$ cat src/rtl/router_pkg.sv
// Shared types and helpers for the mesh router input port:
// port numbering, flit layout, input-unit states and the XY routing function.
package router_pkg;

    localparam int NUM_PORTS  = 5;
    localparam int PORT_N     = 0;
    localparam int PORT_S     = 1;
    localparam int PORT_W     = 2;
    localparam int PORT_E     = 3;
    localparam int PORT_LOCAL = 4;

    localparam int FLIT_DATA_W = 32;
    localparam int HEAD_BIT    = FLIT_DATA_W + 1;
    localparam int TAIL_BIT    = FLIT_DATA_W;
    typedef logic [FLIT_DATA_W+1:0] flit_t;

    // Coordinates are zero-extended to this width before comparing, so one
    // function serves any X_W/Y_W that fits in a payload.
    localparam int COORD_W = 32;
    typedef logic [COORD_W-1:0] coord_t;

    typedef enum logic [1:0] {
        IDLE    = 2'd0,
        REQUEST = 2'd1,
        FORWARD = 2'd2
    } state_t;

    // Dimension-order routing: resolve X first, then Y, else deliver locally.
    function automatic logic [NUM_PORTS-1:0] xy_route(
        input coord_t dest_x,
        input coord_t dest_y,
        input coord_t pos_x,
        input coord_t pos_y
    );
        logic [NUM_PORTS-1:0] route;
        route = '0;
        if (dest_x > pos_x) begin
            route[PORT_E] = 1'b1;
        end else if (dest_x < pos_x) begin
            route[PORT_W] = 1'b1;
        end else if (dest_y > pos_y) begin
            route[PORT_N] = 1'b1;
        end else if (dest_y < pos_y) begin
            route[PORT_S] = 1'b1;
        end else begin
            route[PORT_LOCAL] = 1'b1;
        end
        return route;
    endfunction

endpackage

$ cat src/rtl/router_input_fifo.sv
// Small circular flit buffer; the head entry is read combinationally so the
// routing logic sees a flit the cycle after it was written.
module router_input_fifo #(
    parameter int DEPTH = 4,
    parameter int WIDTH = 34
) (
    input  logic             clk,
    input  logic             rst,
    input  logic             push,
    input  logic [WIDTH-1:0] din,
    input  logic             pop,
    output logic             full,
    output logic             empty,
    output logic [WIDTH-1:0] top
);

    localparam int PTR_W = $clog2(DEPTH);
    localparam int CNT_W = PTR_W + 1;

    logic [WIDTH-1:0] mem [DEPTH];
    logic [PTR_W-1:0] wr_ptr_reg;
    logic [PTR_W-1:0] rd_ptr_reg;
    logic [CNT_W-1:0] count_reg;
    logic             do_push;
    logic             do_pop;

    // A pop never frees space for a simultaneous push when full.
    assign do_push = push && !full;
    assign do_pop  = pop && !empty;

    always_ff @(posedge clk) begin
        if (rst) begin
            wr_ptr_reg <= '0;
            rd_ptr_reg <= '0;
            count_reg  <= '0;
        end else begin
            if (do_push) begin
                wr_ptr_reg <= wr_ptr_reg + 1'b1;
            end
            if (do_pop) begin
                rd_ptr_reg <= rd_ptr_reg + 1'b1;
            end
            if (do_push && !do_pop) begin
                count_reg <= count_reg + 1'b1;
            end else if (do_pop && !do_push) begin
                count_reg <= count_reg - 1'b1;
            end
        end
    end

    always_ff @(posedge clk) begin
        if (do_push) begin
            mem[wr_ptr_reg] <= din;
        end
    end

    assign full  = (count_reg == CNT_W'(DEPTH));
    assign empty = (count_reg == '0);
    assign top   = mem[rd_ptr_reg];

endmodule

$ cat src/rtl/router_input_unit.sv
// Input port of a 5-port wormhole mesh router: buffers flits, routes each
// head XY, requests an output and streams the packet through the crossbar.
module router_input_unit
    import router_pkg::*;
#(
    parameter int DATA_W = 32,
    parameter int DEPTH  = 4,
    parameter int X_W    = 3,
    parameter int Y_W    = 3
) (
    input  logic                 clk,
    input  logic                 rst,
    input  logic [X_W-1:0]       position_x,
    input  logic [Y_W-1:0]       position_y,
    input  logic                 in_valid,
    input  logic [DATA_W+1:0]    in_flit,
    output logic                 in_ready,
    output logic [NUM_PORTS-1:0] request,
    input  logic [NUM_PORTS-1:0] grant,
    input  logic [NUM_PORTS-1:0] grant_valid,
    input  logic [NUM_PORTS-1:0] out_ready,
    output logic [NUM_PORTS-1:0] forwarding_head,
    output logic [NUM_PORTS-1:0] forwarding_tail,
    output logic [NUM_PORTS-1:0] out_sel,
    output logic [DATA_W+1:0]    out_flit,
    output logic                 protocol_error
);

    localparam int FLIT_W = DATA_W + 2;

    logic                 fifo_full;
    logic                 fifo_empty;
    logic                 push;
    logic                 pop;
    logic [FLIT_W-1:0]    top_flit;
    logic                 top_head;
    logic                 top_tail;
    logic [X_W-1:0]       dest_x;
    logic [Y_W-1:0]       dest_y;
    logic                 req_fire;
    logic                 fwd_fire;
    state_t               state_reg;
    state_t               state_next;
    logic [NUM_PORTS-1:0] route_reg;
    logic [NUM_PORTS-1:0] route_next;

    assign in_ready = !fifo_full && !rst;
    assign push     = in_valid && in_ready;

    router_input_fifo #(
        .DEPTH (DEPTH),
        .WIDTH (FLIT_W)
    ) u_fifo (
        .clk   (clk),
        .rst   (rst),
        .push  (push),
        .din   (in_flit),
        .pop   (pop),
        .full  (fifo_full),
        .empty (fifo_empty),
        .top   (top_flit)
    );

    assign top_head = top_flit[DATA_W+1];
    assign top_tail = top_flit[DATA_W];
    assign dest_x   = top_flit[X_W-1:0];
    assign dest_y   = top_flit[X_W+Y_W-1:X_W];
    assign out_flit = top_flit;

    // Head needs a valid grant; once locked the arbiter drops grant_valid,
    // so body flits only wait for downstream space.
    assign req_fire = |(grant & grant_valid & route_reg & out_ready);
    assign fwd_fire = !fifo_empty && |(route_reg & out_ready);

    always_ff @(posedge clk) begin
        if (rst) begin
            state_reg <= IDLE;
            route_reg <= '0;
        end else begin
            state_reg <= state_next;
            route_reg <= route_next;
        end
    end

    always_comb begin
        state_next = state_reg;
        route_next = route_reg;
        case (state_reg)
            IDLE: begin
                if (!fifo_empty && top_head) begin
                    route_next = xy_route(coord_t'(dest_x), coord_t'(dest_y),
                                          coord_t'(position_x), coord_t'(position_y));
                    state_next = REQUEST;
                end
            end
            REQUEST: begin
                if (req_fire) begin
                    state_next = top_tail ? IDLE : FORWARD;
                end
            end
            FORWARD: begin
                if (fwd_fire && top_tail) begin
                    state_next = IDLE;
                end
            end
            default: state_next = IDLE;
        endcase
    end

    always_comb begin
        pop             = 1'b0;
        protocol_error  = 1'b0;
        request         = '0;
        out_sel         = '0;
        forwarding_head = '0;
        forwarding_tail = '0;
        if (!rst) begin
            case (state_reg)
                IDLE: begin
                    if (!fifo_empty && !top_head) begin
                        pop            = 1'b1;
                        protocol_error = 1'b1;
                    end
                end
                REQUEST: begin
                    request = route_reg;
                    if (req_fire) begin
                        pop             = 1'b1;
                        out_sel         = route_reg;
                        forwarding_head = route_reg;
                        if (top_tail) begin
                            forwarding_tail = route_reg;
                        end
                    end
                end
                FORWARD: begin
                    request = route_reg;
                    if (fwd_fire) begin
                        pop     = 1'b1;
                        out_sel = route_reg;
                        if (top_tail) begin
                            forwarding_tail = route_reg;
                        end
                    end
                end
                default: ;
            endcase
        end
    end

endmodule

$ cat config.mk
export PLATFORM = sky130hd
export DESIGN_NAME = router_input_unit
export DESIGN_NICKNAME = d
export VERILOG_FILES = /design/src/rtl/router_pkg.sv /design/src/rtl/router_input_fifo.sv /design/src/rtl/router_input_unit.sv
export SDC_FILE = /design/constraint.sdc
export NUM_CORES = 1
export LEC_CHECK = 0
export ABC_AREA = 1
export CAP_MARGIN = 30
export CORE_UTILIZATION = 48
export DETAILED_ROUTE_END_ITERATION = 10
export PLACE_DENSITY = 0.76
export SYNTH_ARGS = -nofsm -noshare
export SYNTH_HDL_FRONTEND = slang
export SYNTH_HIERARCHICAL = 1
export SYNTH_SLANG_ARGS = --single-unit
$ cat constraint.sdc
create_clock -name clk -period 4.1 [get_ports clk]
set_clock_uncertainty 0.15 [all_clocks]
set_input_delay 1.23 -clock clk [delete_from_list [all_inputs] [get_ports clk]]
set_output_delay 1.23 -clock clk [all_outputs]
set_load 0.03 [all_outputs]
After elaboration in Yosys (flattened, before gate mapping)
Memories as Yosys holds them, arrays and structs flattened. A register that Yosys moved wholly into a read port is not among the register bits.
Index checks and enable logic that the tools add are counted.
{ "totals": {"ramBits": 136, "output_inout_bits": 56, "regBits": 14, "mem_count": 1, "latch_bits": 0, "wordCells": 90, "input_bits": 58, "romBits": 0} }
{ "classes": {"div": 0, "n_lt_le_gt_ge": 4, "n_addsub": 4, "n_eq_ne": 6, "n_mux": 42, "bitwise_logic": 4, "shifts": 0, "mul": 0, "reduce_logical": 24} }
{ "mem_list": {"columns": ["memory", "depth", "width", "read_ports", "rd_ports_with_merged_regs", "write_ports", "line_no", "source"], "rows": [
  ["u_fifo.mem", 4, 34, 1, 1, 1, "router_input_fifo.sv:20", "logic [WIDTH-1:0] mem [DEPTH];"]
]} }
{ "ops": {"columns": ["cell", "count"], "rows": [
  ["$mux W5", 11],
  ["$and A5 B5 Y5", 4],
  ["$pmux W5 S2", 2],
  ["$mux W1", 17],
  ["$mux W2", 7],
  ["$logic_and A1 B1 Y1", 10],
  ["$reduce_or A5 Y1", 2],
  ["$mux W3", 3],
  ["$gt A3 B3 Y1", 2],
  ["$logic_not A1 Y1", 6],
  ["$lt A3 B3 Y1", 2],
  ["$ne A2 B2 Y1 const B", 3],
  ["$pmux W2 S3", 1],
  ["$add A2 B1 Y2 const B", 2],
  ["$add A3 B1 Y3 const B", 1],
  ["$eq A3 B3 Y1 const B", 1],
  ["$logic_not A3 Y1", 1],
  ["$pmux W1 S3", 1],
  ["$reduce_and A3 Y1", 1],
  ["$sub A3 B1 Y3 const B", 1],
  ["$eq A2 B1 Y1 const B", 1],
  ["$eq A2 B2 Y1 const B", 1],
  ["$logic_not A2 Y1", 1],
  ["$reduce_and A2 Y1", 1],
  ["other kinds (2)", 2]
]} }

Logic depth before layout (Yosys ltp)
{ "logic_depth": {"ltp_word": 11, "mapped_depth": 20, "ltp_nobuf": 20} }

By module
The synthesis kept the hierarchy.
{ "modules_own_cells": {"columns": ["mod", "seq_area_each_um2", "instances", "area_each_um2", "cells_each"], "rows": [
  ["router_input_fifo", 4264.1, 1, 5735.5, 399],
  ["router_input_unit", 140.1, 1, 834.6, 146]
]} }

Least setup slack after synthesis
No wires, ideal clock.
{ "synth_path": {"path_type": "input to output", "startpoint": "input port rst", "endpoint": "output port forwarding_tail[3]", "required_time_ps": 2720, "stages": 4, "path_slack_ps": -11, "arrival_time_ps": 2731, "n_path_buf": 1, "path_cell_list": "clkbuf_1 > nor3_1 > nand2_1 > nor2_1"} }
{ "synth_via": {"elab_chain_cells": 1} }
{ "synth_rtl": {"columns": ["element", "line_no", "source"], "rows": [
  ["from (decl)", "router_input_unit.sv:12", "input logic rst,"],
  ["$mux W5", "router_input_unit.sv:117", "if (!rst) begin"],
  ["to (decl)", "router_input_unit.sv:23", "output logic [NUM_PORTS-1:0] forwarding_tail,"]
]} }
No other way between the ends.

Worst setup path after layout
{ "layout_path": {"startpoint": "input port out_ready[3]", "endpoint": "output port forwarding_tail[2]"} }
{ "layout_via": {"elab_chain_cells": 6, "word_cells_on_any_way": 9, "cone_classes": "mux (4); bitwise (2); reduce/logical (3)"} }
{ "layout_rtl": {"columns": ["element", "line_no", "source"], "rows": [
  ["from (decl)", "router_input_unit.sv:21", "input logic [NUM_PORTS-1:0] out_ready,"],
  ["$and A5 B5 Y5", "router_input_unit.sv:73", "assign fwd_fire = !fifo_empty && |(route_reg & out_ready);"],
  ["$reduce_or A5 Y1", "router_input_unit.sv:73", null],
  ["$logic_and A1 B1 Y1", "router_input_unit.sv:73", null],
  ["$mux W5", "router_input_unit.sv:138", "if (fwd_fire) begin"],
  ["$pmux W5 S2 (*)", "router_input_unit.sv:118", "case (state_reg)"],
  ["$mux W5 (*)", "router_input_unit.sv:117", null]
]} }
Mark *: on every way between the ends. The rest lies on a longest branch, timed or not.

==> impl_metrics.tcl <==
set metrics [dict create \
    status "complete, no violations" \
    crit_path_end_kind "output pin" \
    initial_core_util_pct 49.4 \
    via_per_inst 5.17 \
    hold_viol 0 \
    cpLargestDelayFamily "buffers and inverters" \
    vias 4423 \
    ir_worst_vdd_mv 0.312 \
    grt_max_degree 61 \
    synth_largest_area_cell "edfxtp_1" \
    max-cap-violations 0 \
    die_w_um 119 \
    num-fill-cells 979 \
    layout.nets 741 \
    synth_edf_count 136 \
    cts_setup_buffers 0 \
    cts_root_buf "clkbuf_16" \
    synth_top_family_by_area "simple AND/OR/NAND/NOR gates" \
    worstSetupStartpointType "primary input" \
    cts_hold_buf 0 \
    tightest_slew_ns 0.506 \
    clock-sinks 152 \
    synth.area.mux_share_pct 0 \
    tns_ns 0 \
    r2r_slack_ns 1.02 \
    yosysMostFrequentCell "edfxtp_1" \
    synth_adder_area_share_pct 3.16 \
    drcViolationCount 0 \
    grt_overflow 0 \
    grt_pass1_wl_mm 21.9 \
    place_congestion 0.846 \
    period_minus_slack_ns 3.93 \
    largest_reg_flops 136 \
    core_region_area_sq_um 13300 \
    final_util_pct 63.9 \
    numCtsBuffers 17 \
    ys.flop_type "edfxtp_1" \
    dr.pass1.iters 5 \
    min_period_over_period_pct 95.9 \
    worst-path-buf-inv 3 \
    io_buffers 113 \
    synth-simple-area-share_pct 12.5 \
    netlist_area_sq_um 6570 \
    pre_cts_ws_ns 0.0197 \
    diodes 0 \
    clkLatencyLatePin_ns 0.41 \
    ys_seq_area_share_pct 67.0 \
    synth_nets 619 \
    max_freq_ghz 0.254 \
    clk_pin_slew_ns 0.06 \
    cts_buffer_depth 2 \
    synth_top_area_share_pct 62.2 \
    powerDensity_nw_per_um2 508 \
    rsz0062_at_grt "no" \
    slowest_delay_ns 0.46 \
    synth_xor_area_share_pct 0.133 \
    finalSetupViolCount 0 \
    cts_resized 0 \
    post_route_cells_drive_above_1_share_pct 17.5 \
    syn_avg_cell_area_sq_um 12.1 \
    ys_top_cells_by_count "edfxtp_1 (136), nor2_1 (83), o21ai_0 (65), nand2_1 (52), inv_1 (49)" \
    grt_pass1_vias 4567 \
    path_max_fanout 7 \
    synth_seq_cells 152 \
    wirelength_mm 13.6 \
    ant_nets 0 \
    ys_top_cells_by_area "edfxtp_1 (62%), o21ai_0 (5.0%), dfxtp_1 (4.9%), nor2_1 (4.7%), o22ai_2 (3.8%)" \
    fin_ws_ns 0.167 \
    yosysUniqueCellTypes 32 \
    cts_tree "yes" \
    antenna_found_initial 0 \
    maxSlewViolCount 0 \
    num_rows 42 \
    synth-compound-area-share_pct 11.4 \
    slew_headroom_pct 66.3 \
    arrival_ns 2.55 \
    crit_path_top_delay_cell "clkdlybuf4s50_1" \
    critPathKind "primary input to output pin" \
    place_hpwl_mm 8.60 \
    cp_cell_sequence "clkdlybuf4s50_1, nand2_1, inv_1, nand2_1, nand2_1, nor2_2, nand2_2, nand2_4, nand2_4, nand2_1, nor2_1, buf_4" \
    wl_per_cell_um 15.9 \
    syn_inst 545 \
    io_pins 114 \
    power.total_mw 4.31 \
    hold_path.class "flop to flop" \
    path_common_cell "nand2_1" \
    die_area_sq_um 14200 \
    die_h_um 119 \
    yosysWarningCount 6 \
    syn_to_final_growth_pct 29.3 \
    async_flop_share_pct 0 \
    leakagePower_nw 3.20 \
    worstPathRequired_ns 2.72 \
    track_usage_pct 20.4 \
    h-tree-depth 4 \
    drt_iter0_drc 283 \
]
-- final cells by class --
cell class                 count  area (sq um)  area share [%]
clock buffer                  18           429            5.05
clock inverter                13           194            2.28
inverter                      52           200            2.36
multi-input combinational    318          1820            21.4
sequential                   152          4410            51.9
tap                          176           220            2.59
timing repair buffer         126          1220            14.4
-- path summary, 6_finish.rpt --
| check | startpoint | to | cells past startpoint |
|---|---|---|---|
| worst max-delay path | out_ready[3] | forwarding_tail[2] | 12 |
| worst min-delay path | u_fifo/rd_ptr_reg[1]$_SDFFE_PP0P_ | flop | 2 |
| worst max register to register | flop | u_fifo/count_reg[2]$_SDFFE_PP0P_ | 18 |
| worst min register to register | u_fifo/rd_ptr_reg[1]$_SDFFE_PP0P_ | flop | 2 |
-- where the power goes --
part           total, mW  switching, mW  internal, mW
Clock               1.62          0.593          1.02
Combinational      0.873          0.543         0.330
Sequential          1.82         0.0374          1.79
Total               4.31           1.17          3.14
-- routing by layer --
layer	wire (um)	GRT usage, %	vias to the layer above	share of wire (%)
li1	-	-	2156	-
met1	5530	23.8	2115	41
met2	7180	35.7	134	53
met3	611	5.36	18	4.5
met4	228	8.23	0	1.7
met5	0	0	-	0
-- tightest hold or removal path: stages (launching register included) --
cell	delay, ns
dfxtp_1	0.32
nand2_1	0.06
a21oi_1	0.07
-- cell families (layout without fill, tap and decap cells) --
kind of cell	after synthesis	count (layout)
XOR/XNOR	1	1
buffers and inverters	75	209
flip-flops	152	152
adder cells (fa/ha/maj)	16	16
AO/OA/AOI/OAI	115	115
AND/OR/NAND/NOR	186	186
-- layout by cell type (no fill, tap or decap) --
cell type / Yosys / final
dfxtp_1: 16 / 15
inv_2: 2 / 2
inv_8: 0 / 1
nand3b_1: 1 / 1
a21oi_1: 5 / 5
nand3_2: 2 / 2
nand3_1: 12 / 12
nor2_1: 83 / 79
fa_1: 1 / 1
bufinv_16: 0 / 4
inv_6: 1 / 3
dfxtp_2: 0 / 1
ha_1: 15 / 15
inv_1: 49 / 49
buf_12: 3 / 4
clkdlybuf4s50_1: 0 / 89
dlymetal6s2s_1: 0 / 1
nand4_1: 4 / 4
edfxtp_1: 136 / 136
buf_4: 2 / 32
a211oi_1: 2 / 2
nand2_4: 2 / 2
o22ai_1: 15 / 15
o22ai_2: 20 / 20
nand2_1: 52 / 52
clkbuf_1: 1 / 1
clkbuf_16: 0 / 17
nand2_2: 1 / 1
o21ai_0: 65 / 65
xor2_1: 1 / 1
clkinv_4: 0 / 3
nor3b_1: 1 / 1
o21ai_1: 8 / 8
nor2_4: 0 / 4
and2_1: 1 / 1
clkinvlp_4: 0 / 2
nor2_2: 21 / 21
clkinv_1: 0 / 1
nor3_1: 6 / 6
-- metrics by stage --
step | hold WS, ns | instances | area [sq um]
3_3_place_gp | 0.336 | 824 | 7870
4_1_cts | 0.355 | 855 | 8490
6_report | 0.353 | 855 | 8490
5_1_grt | 0.378 | 855 | 8490
2_1_floorplan | 0.309 | 545 | 6570
3_5_place_dp | 0.346 | 824 | 7870
No activity file was read; power rests on OpenSTA's default activity.
